===== src/rtl/gsim_sequencer.sv =====
// gsim_sequencer: control sequencer for the banded Gauss-Seidel solver.
// Loads N b words, runs ITER sweeps of row issues, tracks the LAT-deep
// compute pipeline for x write-back, then streams x out (valid/ready).
// Ports:
//   clk, reset       clock; asynchronous active-high reset
//   in_en            b word present on the data bus
//   b_wr_en/addr     b register-file write strobe and index
//   issue_valid/row  row evaluated by the compute unit this cycle
//   nbr_valid        {i-1,i+1,i-2,i+2,i-3,i+3} in-range mask
//   x_wr_en/addr     compute result write-back, LAT after issue
//   out_valid/ready  output handshake, out_addr selects x word
//   busy, done       not idle; one-cycle completion pulse
// Build option: define GSIM_SEQ_PIPELINED_EN to issue rows back to back
// (hybrid Jacobi/GS); otherwise each row waits LAT+1 cycles.

module gsim_sequencer #(
  parameter int N    = 16,
  parameter int ITER = 50,
  parameter int LAT  = 2,
  parameter int IDXW = 4
) (
  input  logic            clk,
  input  logic            reset,
  input  logic            in_en,
  output logic            b_wr_en,
  output logic [IDXW-1:0] b_wr_addr,
  output logic            issue_valid,
  output logic [IDXW-1:0] issue_row,
  output logic [5:0]      nbr_valid,
  output logic            x_wr_en,
  output logic [IDXW-1:0] x_wr_addr,
  output logic            out_valid,
  input  logic            out_ready,
  output logic [IDXW-1:0] out_addr,
  output logic            busy,
  output logic            done
);

`ifdef GSIM_SEQ_PIPELINED_EN
  localparam int P = 1;
`else
  localparam int P = LAT + 1;
`endif

  localparam int SW = $clog2(ITER + 1);
  localparam int PW = $clog2(LAT + 2);
  localparam int DW = $clog2(LAT + 1);

  typedef enum logic [2:0] {
    S_IDLE,
    S_LOAD,
    S_ITER,
    S_DRAIN,
    S_OUT
  } state_t;

  state_t          r_state;
  logic [IDXW-1:0] r_load_cnt;
  logic            r_issue_valid;
  logic [IDXW-1:0] r_issue_row;
  logic [5:0]      r_nbr;
  logic [SW-1:0]   r_sweep;
  logic [PW-1:0]   r_ph;
  logic [DW-1:0]   r_dcnt;
  logic            r_out_valid;
  logic [IDXW-1:0] r_out_addr;
  logic            r_done;

  logic [LAT-1:0]  r_pv;
  logic [IDXW-1:0] r_prow [LAT];

  logic            w_ld_ok;
  logic            w_last_row;
  logic            w_last_issue;
  logic [IDXW-1:0] w_next_row;

  // In-range test of each banded neighbour of row i.
  function automatic logic [5:0] f_mask(input logic [IDXW-1:0] row);
    int i;
    i = int'(row);
    f_mask = {i >= 1, i + 1 <= N - 1,
              i >= 2, i + 2 <= N - 1,
              i >= 3, i + 3 <= N - 1};
  endfunction

  // Write strobe follows in_en in the same cycle so the datapath can
  // capture the word straight off the bus.
  assign w_ld_ok = in_en && !reset &&
                   (r_state == S_IDLE || r_state == S_LOAD);

  assign w_last_row = (r_issue_row == IDXW'(N - 1));
  assign w_next_row = w_last_row ? '0 : r_issue_row + IDXW'(1);
  assign w_last_issue = r_issue_valid && w_last_row &&
                        (r_sweep == SW'(ITER - 1));

  assign b_wr_en     = w_ld_ok;
  assign b_wr_addr   = (r_state == S_LOAD) ? r_load_cnt : '0;
  assign issue_valid = r_issue_valid;
  assign issue_row   = r_issue_row;
  assign nbr_valid   = r_nbr;
  assign x_wr_en     = r_pv[LAT-1];
  assign x_wr_addr   = r_prow[LAT-1];
  assign out_valid   = r_out_valid;
  assign out_addr    = r_out_addr;
  assign busy        = (r_state != S_IDLE);
  assign done        = r_done;

  always_ff @(posedge clk or posedge reset) begin
    if (reset) begin
      r_state       <= S_IDLE;
      r_load_cnt    <= '0;
      r_issue_valid <= 1'b0;
      r_issue_row   <= '0;
      r_nbr         <= '0;
      r_sweep       <= '0;
      r_ph          <= '0;
      r_dcnt        <= '0;
      r_out_valid   <= 1'b0;
      r_out_addr    <= '0;
      r_done        <= 1'b0;
    end else begin
      r_done <= 1'b0;
      unique case (r_state)
        S_IDLE: begin
          if (in_en) begin
            r_state    <= S_LOAD;
            r_load_cnt <= IDXW'(1);
          end
        end
        S_LOAD: begin
          if (in_en) begin
            if (r_load_cnt == IDXW'(N - 1)) begin
              // First issue lands the cycle after the last b word.
              r_state       <= S_ITER;
              r_load_cnt    <= '0;
              r_issue_valid <= 1'b1;
              r_issue_row   <= '0;
              r_nbr         <= f_mask('0);
              r_sweep       <= '0;
              r_ph          <= '0;
            end else begin
              r_load_cnt <= r_load_cnt + IDXW'(1);
            end
          end
        end
        S_ITER: begin
          if (w_last_issue) begin
            r_state       <= S_DRAIN;
            r_issue_valid <= 1'b0;
            r_dcnt        <= '0;
          end else if (r_ph == PW'(P - 1)) begin
            r_ph          <= '0;
            r_issue_valid <= 1'b1;
            r_issue_row   <= w_next_row;
            r_nbr         <= f_mask(w_next_row);
            if (w_last_row) begin
              r_sweep <= r_sweep + SW'(1);
            end
          end else begin
            r_ph          <= r_ph + PW'(1);
            r_issue_valid <= 1'b0;
          end
        end
        S_DRAIN: begin
          // Count to the cycle of the final write-back, then present
          // x[0] on the next cycle.
          if (r_dcnt == DW'(LAT - 1)) begin
            r_state     <= S_OUT;
            r_out_valid <= 1'b1;
            r_out_addr  <= '0;
          end else begin
            r_dcnt <= r_dcnt + DW'(1);
          end
        end
        S_OUT: begin
          if (r_out_valid && out_ready) begin
            if (r_out_addr == IDXW'(N - 1)) begin
              r_state     <= S_IDLE;
              r_out_valid <= 1'b0;
              r_out_addr  <= '0;
              r_done      <= 1'b1;
            end else begin
              r_out_addr <= r_out_addr + IDXW'(1);
            end
          end
        end
        default: r_state <= S_IDLE;
      endcase
    end
  end

  // Issue flag and row travel alongside the compute unit; the last
  // stage is the write-back strobe.
  always_ff @(posedge clk or posedge reset) begin
    if (reset) begin
      r_pv <= '0;
      for (int k = 0; k < LAT; k++) begin
        r_prow[k] <= '0;
      end
    end else begin
      r_pv[0]   <= r_issue_valid;
      r_prow[0] <= r_issue_row;
      for (int k = 1; k < LAT; k++) begin
        r_pv[k]   <= r_pv[k-1];
        r_prow[k] <= r_prow[k-1];
      end
    end
  end

endmodule


===== config.mk =====
export PLATFORM = sky130hd
export DESIGN_NAME = gsim_sequencer
export DESIGN_NICKNAME = d
export VERILOG_FILES = /design/src/rtl/gsim_sequencer.sv
export SDC_FILE = /design/constraint.sdc
export NUM_CORES = 1
export LEC_CHECK = 0
export CORE_MARGIN = 3
export CORE_UTILIZATION = 30
export CTS_BUF_LIST = sky130_fd_sc_hd__clkbuf_2 sky130_fd_sc_hd__clkbuf_4 sky130_fd_sc_hd__clkbuf_8
export DETAILED_ROUTE_END_ITERATION = 8
export PLACE_DENSITY_LB_ADDON = 0.12
export SKIP_CTS_REPAIR_TIMING = 1
export SYNTH_ARGS = -nofsm -noshare
export SYNTH_HDL_FRONTEND = slang
export SYNTH_SLANG_ARGS = --single-unit

===== constraint.sdc =====
create_clock -name clk -period 2.6 [get_ports clk]
set_input_delay 0.52 -clock clk [delete_from_list [all_inputs] [get_ports clk]]
set_output_delay 0.52 -clock clk [all_outputs]
set_load 0.1 [all_outputs]

==> impl_metrics.tcl, run 1 <==
set metrics [dict create \
    async_flop_share_pct 100 \
    setup_violations 0 \
    synth_fp_nets 247 \
    path_cells "clkdlybuf4s50_1 > nand2_1 > nor2_2 > buf_12" \
    synth_cell_types 54 \
    place_area_um2 2790 \
    ioPinCount 32 \
    seq_area_frac_synth_pct 46.2 \
    period_minus_slack_ps 2170 \
    timing.final.crit_share_pct 83.6 \
    slew_violations 0 \
    syn_inst 231 \
    hold_path.startpoint "r_prow[7]" \
    grt_overflow 0 \
    post_drt_wl_per_cell_um 14.1 \
    ys_ff_latch 44 \
    drt-pass1-iter-count 4 \
    ir_worst_vdd_uv 653 \
    io_buffers 31 \
    drc 0 \
    diodes 0 \
    drive_gt1_share_pct 22.1 \
    ys.flop_type "dfrtp_1" \
    yosysWarnings 0 \
    fin_ws_ps 426 \
    grt_pass1_vias 1617 \
    clock-sinks 44 \
    htree_levels 2 \
    root_buffer "clkbuf_8" \
    area_delta_synth_final_pct 22.3 \
    cp-end-kind "primary output" \
    antenna_found_initial 0 \
    cts_buffers 5 \
    vias 1785 \
    status "finished clean" \
    rsz0062_at_grt "false" \
    hold_slack_ps 351 \
    fp.dieW_um 95.1 \
    path_class "in -> out" \
    startpoint_type "primary input" \
    synth_fa_ha_area_share_pct 6.31 \
    clk_pin_slew_worst_paths_ps 90 \
    grt_pass1_wl_um 8370 \
    nets 278 \
    timing.rr.end "nbr_valid[2]" \
    synth_xor_area_share_pct 0.736 \
    clk_latency_ps 290 \
    cts_buffer_depth 2 \
    cts_tree "done" \
    arrival_ps 1650 \
    p_total_w 0.00376 \
    hold_end "x_wr_addr[3]" \
    grt_max_degree 31 \
    p_per_area_nw_per_um2 1290 \
    fmax_mhz 460 \
    hold_viol 0 \
    ant_nets 0 \
    place_ws_ps 407 \
    design_area_um2 2910 \
    synth_edf_count 0 \
    synth_top_family_by_area "simple AND/OR/NAND/NOR gates" \
    finClkSkew_ps 10.0 \
    grt.total_usage_pct 11.8 \
    reg2regPathDepth 8 \
    final.setup.tns_ps 0 \
    cp_max_fo 7 \
    core_area_um2 7490 \
    syn_area_per_cell_um2 10.3 \
    die_h_um 95.1 \
    via_per_inst 4.93 \
    rr_startpoint "issue_row[0]" \
    wirelength_um 5120 \
    synth_compound_area_share_pct 16.0 \
    critPathMaxStageDelay_ps 560 \
    leakagePower_nw 1.30 \
    drt_iter0_drc 78 \
    hold_depth 0 \
    hold_path.class "reg -> reg" \
    synthMuxAreaShare_pct 4.31 \
    tightest_slew_ps 608 \
    hpwlAfterDp_um 3740 \
    reg2reg_setup_slack_ps 460 \
    crit_start "in_en" \
    gp_congestion 0.826 \
    die_area_um2 9040 \
    drv_cap 0 \
    relSlewSlack_pct 59.2 \
    slowest_stage "clkdlybuf4s50_1" \
    initial_core_util_pct 31.8 \
    syn_area_um2 2380 \
    placementRows 31 \
    synth-simple-area-share_pct 21.3 \
    critPathRequiredTime_ps 2080 \
]
power by group:
part           internal (W)  switching, W  total [W]
Combinational      0.000631       0.00143    0.00206
Sequential         0.000894      0.000251    0.00115
Clock              0.000314      0.000237   0.000551
cells in the final DEF, fill, tap and decap left out, types with 2 or more instances in the layout:
cell,count
dfrtp_1,42
buf_4,28
nand2_1,17
o21ai_0,15
ha_1,12
nor2_1,10
nand3_1,10
inv_1,10
nand2b_1,9
a21oi_1,9
and3_1,8
mux2i_1,8
nand4_1,7
clkbuf_8,6
buf_12,6
and2_1,5
a31oi_1,3
nor3_1,3
a21o_1,3
a22o_1,3
clkdlybuf4s50_1,3
or3_2,2
o211ai_1,2
o31ai_1,2
and4_1,2
a2bb2oi_1,2
a211oi_1,2
nor4_1,2
dfrtp_2,2
final cells by class:
type	count	area [µm²]
Tap cell	99	124
Multi-Input combinational cell	163	1160
Clock inverter	2	38.8
Clock buffer	6	82.6
Sequential cell	44	1100
Inverter	11	41.3
Timing Repair Buffer	37	360
Fill cell	743	4570
metal layers:
metal  global-route usage, %  share of wire, %  up-vias
met5                       0                 0        -
met1                    17.5                51      852
met3                    2.37               2.8        2
li1                        -                 -      903
met4                    2.88              0.61        0
met2                    17.6                45       28
critical path, delay by kind of cell:
| kind | cells | cell delay, ps |
|---|---|---|
| and+or+nand+nor | 2 | 380 |
| buffers and inverters | 2 | 750 |
stage by stage:
step	instances	utilization [%]
floorplan	231	-
global placement	354	37.3
detailed placement	354	37.3
CTS	362	38.9
global route	362	38.9
finish	362	38.9
how the worst max path moves through the flow:
stage,endpoint,slack [ps],cells past startpoint
2_1_floorplan,nbr_valid[2],180,9
3_3_place_gp,b_wr_en,450,4
3_5_place_dp,b_wr_en,410,4
4_1_cts,b_wr_en,410,5
5_1_grt,nbr_valid[2],280,8
6_report,b_wr_en,430,4
flip-flops by register name (all words and copies together), names as in the netlist, 2 cells and up:
name	flops
r_load_cnt	4
r_ph	2
issue_row	4
r_pv	2
r_sweep	6
r_state	3
r_dcnt	2
out_addr	4
x_wr_addr	4
r_prow	4
nbr_valid	6
logic make-up (layout without fill, tap and decap cells):
group | after synthesis | count (layout)
mux | 10 | 10
buf+inv | 24 | 56
flops | 44 | 44
compound gates | 53 | 53
xor+xnor | 2 | 2
simple gates | 86 | 86
fa+ha+maj | 12 | 12
cells in the mapped netlist (2+ instances only):
cell type  count  area [µm²]
a211oi_1       2        15.0
a21o_1         3        22.5
a21oi_1        9        45.0
a22o_1         3        26.3
a2bb2oi_1      2        17.5
a31oi_1        3        18.8
and2_1         5        31.3
and3_1         8        50.1
and4_1         2        17.5
buf_4          4        30.0
buf_6          2        22.5
clkbuf_1       6        22.5
dfrtp_1       44        1100
ha_1          12         150
inv_1         11        41.3
mux2i_1        8        80.1
nand2_1       17        63.8
nand2b_1       9        56.3
nand3_1       10        50.1
nand4_1        7        43.8
nor2_1        11        41.3
nor3_1         3        15.0
nor4_1         2        12.5
o211ai_1       2        15.0
o21ai_0       15        75.1
o31ai_1        2        15.0
or3_2          2        15.0
Note: power is estimated with default switching activity, not from simulation.
==> inputs of run 2 (changes only) <==
- clock period: 2.6 -> 1.75 ns (I/O delays scaled with it)
==> impl_metrics.tcl, run 2 (same netlist as run 1, synthesis figures left out) <==
set metrics [dict create \
    multiInputGateArea_um2 1350 \
    crit_buf_inv 0 \
    diodes 0 \
    setup_violations 7 \
    rsz0062_at_grt "true" \
    hold_depth 0 \
    area_delta_synth_final_pct 63.0 \
    gp_congestion 0.860 \
    htree_levels 2 \
    cts_tree "done" \
    nets 333 \
    drt_iter0_drc 44 \
    grt_pass1_vias 1990 \
    critPathTopFamily "flip-flops" \
    hpwlAfterDp_um 4170 \
    fp.dieW_um 95.1 \
    seq_area_um2 1120 \
    grt_pass1_wl_um 9480 \
    ioPinCount 32 \
    path_cells "ha_4 > nand2b_1 > nand2_2 > ha_4 > nand2b_4 > nand3_2 > a221oi_2 > a41oi_1" \
    relSlewSlack_pct 76.6 \
    period_minus_slack_ps 1850 \
    critPathMaxStageDelay_ps 510 \
    drive_gt1_share_pct 47.8 \
    crit_top_cell "ha_4" \
    status "finished, violations left" \
    ant_nets 0 \
    reg2regPathDepth 8 \
    layout_commonest_cell "buf_4" \
    grt.total_usage_pct 13.3 \
    ir_worst_vdd_uv 786 \
    die_area_um2 9040 \
    critPathRequiredTime_ps 1900 \
    die_h_um 95.1 \
    place_ws_ps -204 \
    cp.depth 8 \
    cp-end-kind "flop" \
    fmax_mhz 541 \
    drt-pass1-iter-count 4 \
    post_drt_wl_per_cell_um 14.2 \
    hold_path.class "reg -> reg" \
    path_class "reg -> reg" \
    placementRows 31 \
    hold_slack_ps 354 \
    clk_pin_slew_worst_paths_ps 90 \
    slowest_stage "dfrtp_4" \
    drv_cap 0 \
    startpoint_type "flop" \
    p_total_w 0.00691 \
    grt_overflow 0 \
    cts_buffer_depth 2 \
    cp_max_fo 5 \
    wirelength_um 5930 \
    finClkSkew_ps 9.57 \
    clock-sinks 44 \
    tightest_slew_ps 350 \
    arrival_ps 2000 \
    core_area_um2 7490 \
    via_per_inst 4.84 \
    initial_core_util_pct 31.8 \
    root_buffer "clkbuf_8" \
    cts_buffers 5 \
    hold_viol 0 \
    violations "negative setup slack" \
    p_per_area_nw_per_um2 1780 \
    fin_ws_ps -97.0 \
    timing.final.crit_share_pct 106 \
    clk_latency_ps 300 \
    slew_violations 0 \
    antenna_found_initial 0 \
    io_buffers 31 \
    leakagePower_nw 1.70 \
    grt_max_degree 45 \
    drc 0 \
    nFillCells 652 \
    mostFrequentLayoutCells "51 x buf_4, 36 x dfrtp_1, 30 x buf_12" \
    vias 2020 \
]
run 2: changes by cell type in the layout (fill, tap and decap cells not counted), moves of 4 or more:
cell,change
dfrtp_1,-6
buf_4,+23
buf_6,+7
buf_12,+24
ha_1,-4
and3_4,+6
and3_1,-6
o21ai_0,-4
run 2: routing by layer:
| metal | GRT usage, % | part of all wire, % | routed length (µm) | up-vias |
|---|---|---|---|---|
| li1 | - | - | - | 1007 |
| met1 | 18.1 | 47 | 2770 | 983 |
| met2 | 21.2 | 49 | 2920 | 26 |
| met3 | 2.84 | 3.0 | 180 | 4 |
| met4 | 3.61 | 0.96 | 57 | 0 |
| met5 | 0 | 0 | 0 | - |
run 2: worst paths after layout:
| check | slack [ps] | endpoint | start |
|---|---|---|---|
| min | 350 | x_wr_addr[2] | r_prow[6] |
| min reg2reg | 350 | x_wr_addr[2] | r_prow[6] |
| max in group asynchronous | 1000 | issue_row[1] | reset |
| max | -100 | nbr_valid[2] | issue_row[0] |
| max reg2reg | -100 | nbr_valid[2] | issue_row[0] |
| min in group asynchronous | 490 | r_load_cnt[2] | reset |
run 2: final cells by class:
| cell class | count | share of cell area [%] |
|---|---|---|
| clock buffers | 6 | 2.13 |
| clock inverters | 2 | 1.00 |
| inverters | 11 | 1.19 |
| multi-input cells | 163 | 34.9 |
| flip-flops and latches | 44 | 28.8 |
| well taps | 99 | 3.19 |
| repair buffers | 92 | 28.8 |
run 2: where the power goes:
| group | total (W) | internal, W | switching [W] |
|---|---|---|---|
| Sequential | 0.00167 | 0.00135 | 0.000326 |
| Combinational | 0.00442 | 0.00191 | 0.00251 |
| Clock | 0.000818 | 0.000467 | 0.000351 |
| Total | 0.00691 | 0.00372 | 0.00319 |
run 2: stage by stage:
stage,instance area (µm²),TNS [ps],util [%],std cells
6_report,3880,-277,51.8,417
5_1_grt,3880,-1100,51.8,417
4_1_cts,3610,-1670,48.2,406
3_5_place_dp,3490,-500,46.6,398
3_3_place_gp,3490,-178,46.6,398
2_1_floorplan,2470,-3140,-,231
run 2: worst reg2reg max path, cell delays in order, from the launching register on:
cell and delay (ps):
dfrtp_4 510, ha_4 190, nand2b_1 120, nand2_2 90
ha_4 260, nand2b_4 120, nand3_2 80, a221oi_2 210
a41oi_1 130
==> inputs of run 3 (changes only) <==
- CORE_ASPECT_RATIO: not set -> 0.6
- CORE_MARGIN: 3 -> 2
==> impl_metrics.tcl, run 3 (same netlist as run 1, synthesis figures left out) <==
set metrics [dict create \
    status "finished, violations left" \
    violations "negative setup slack" \
    ant_nets 0 \
    finClkSkew_ps 10.7 \
    design_area_um2 3800 \
    grt_pass1_vias 1750 \
    crit_start "issue_row[1]" \
    clock-sinks 44 \
    hold_path.startpoint "r_prow[4]" \
    fmax_mhz 559 \
    drc 0 \
    arrival_ps 2010 \
    core_area_um2 7790 \
    layout_commonest_cell "buf_4" \
    rsz0062_at_grt "true" \
    path_class "reg -> reg" \
    final_util_pct 48.9 \
    ir_worst_vdd_uv 538 \
    fin_ws_ps -39.1 \
    grt_pass1_wl_um 9630 \
    placementRows 25 \
    setup_violations 6 \
    grt_overflow 0 \
    htree_levels 2 \
    slew_violations 0 \
    cts_buffer_depth 2 \
    hold_slack_ps 354 \
    die_h_um 73.0 \
    final.setup.tns_ps -171 \
    via_per_inst 4.77 \
    grt_max_degree 36 \
    drv_cap 0 \
    place_ws_ps -129 \
    place_area_um2 3470 \
    mostFrequentLayoutCells "48 x buf_4, 36 x dfrtp_1, 30 x buf_12" \
    gp_congestion 0.827 \
    area_delta_synth_final_pct 59.8 \
    cp-end-kind "flop" \
    drive_gt1_share_pct 44.7 \
    p_per_area_nw_per_um2 1810 \
    fp.dieW_um 119 \
    cts_buffers 5 \
    wirelength_um 6020 \
    clk_pin_slew_worst_paths_ps 90 \
    drt_iter0_drc 143 \
    drt-pass1-iter-count 4 \
    period_minus_slack_ps 1790 \
    cp_max_fo 4 \
    io_buffers 31 \
    rr_startpoint "issue_row[1]" \
    hpwlAfterDp_um 4430 \
    diodes 0 \
    ioPinCount 32 \
    relSlewSlack_pct 76.1 \
    timing.final.crit_share_pct 102 \
    antenna_found_initial 0 \
    post_drt_wl_per_cell_um 14.3 \
    critPathRequiredTime_ps 1970 \
    root_buffer "clkbuf_8" \
    cts_tree "done" \
    die_area_um2 8690 \
    nFillCells 708 \
    vias 2010 \
    leakagePower_nw 1.68 \
    hold_path.class "reg -> reg" \
    nets 328 \
    startpoint_type "flop" \
    grt.total_usage_pct 14.1 \
    tightest_slew_ps 358 \
    clk_latency_ps 300 \
    initial_core_util_pct 30.6 \
    hold_viol 0 \
]
## run 3: area by class of cell
class	count	area, µm²	share of cell area, %
clock buffers	5	68.8	1.81
flip-flops and latches	44	1120	29.4
inverters	11	43.8	1.15
clock inverters	3	47.5	1.25
multi-input cells	163	1320	34.7
repair buffers	87	1070	28.2
well taps	108	135	3.55
## run 3: worst paths after layout
| kind | to | cells past startpoint | slack [ps] |
|---|---|---|---|
| max | nbr_valid[2] | 8 | -40 |
| min | x_wr_addr[0] | 0 | 350 |
| max reg2reg | nbr_valid[2] | 8 | -40 |
| min reg2reg | x_wr_addr[0] | 0 | 350 |
| max in group asynchronous | out_addr[1] | 3 | 1070 |
| min in group asynchronous | r_load_cnt[3] | 3 | 450 |
## run 3: per-layer routing
| metal | track usage, % | share of wire, % |
|---|---|---|
| met2 | 17.4 | 39 |
| met3 | 3.59 | 4.7 |
| met1 | 23.6 | 56 |
| met4 | 2.78 | 0.63 |
| met5 | 0 | 0 |
## run 3: metrics by stage
step | std cells | total power [W]
detailed placement | 404 | 0.00574
CTS | 412 | 0.00656
finish | 421 | 0.00689
global placement | 404 | 0.00572
floorplan | 231 | 0.00420
global route | 421 | 0.00724
## run 3: worst max-delay path: stages, from the launching register on
cell	delay, ps
dfrtp_4	520
ha_4	190
nand2b_4	140
nand2_2	90
ha_4	200
nand2b_4	140
a211oi_2	200
a221oi_2	50
a41oi_1	180
## run 3: power by group
group          internal [W]  leakage, nW  switching [W]
registers           0.00135        0.536       0.000350
logic               0.00189         1.08        0.00249
clock network      0.000430       0.0583       0.000383
total               0.00367         1.68        0.00323
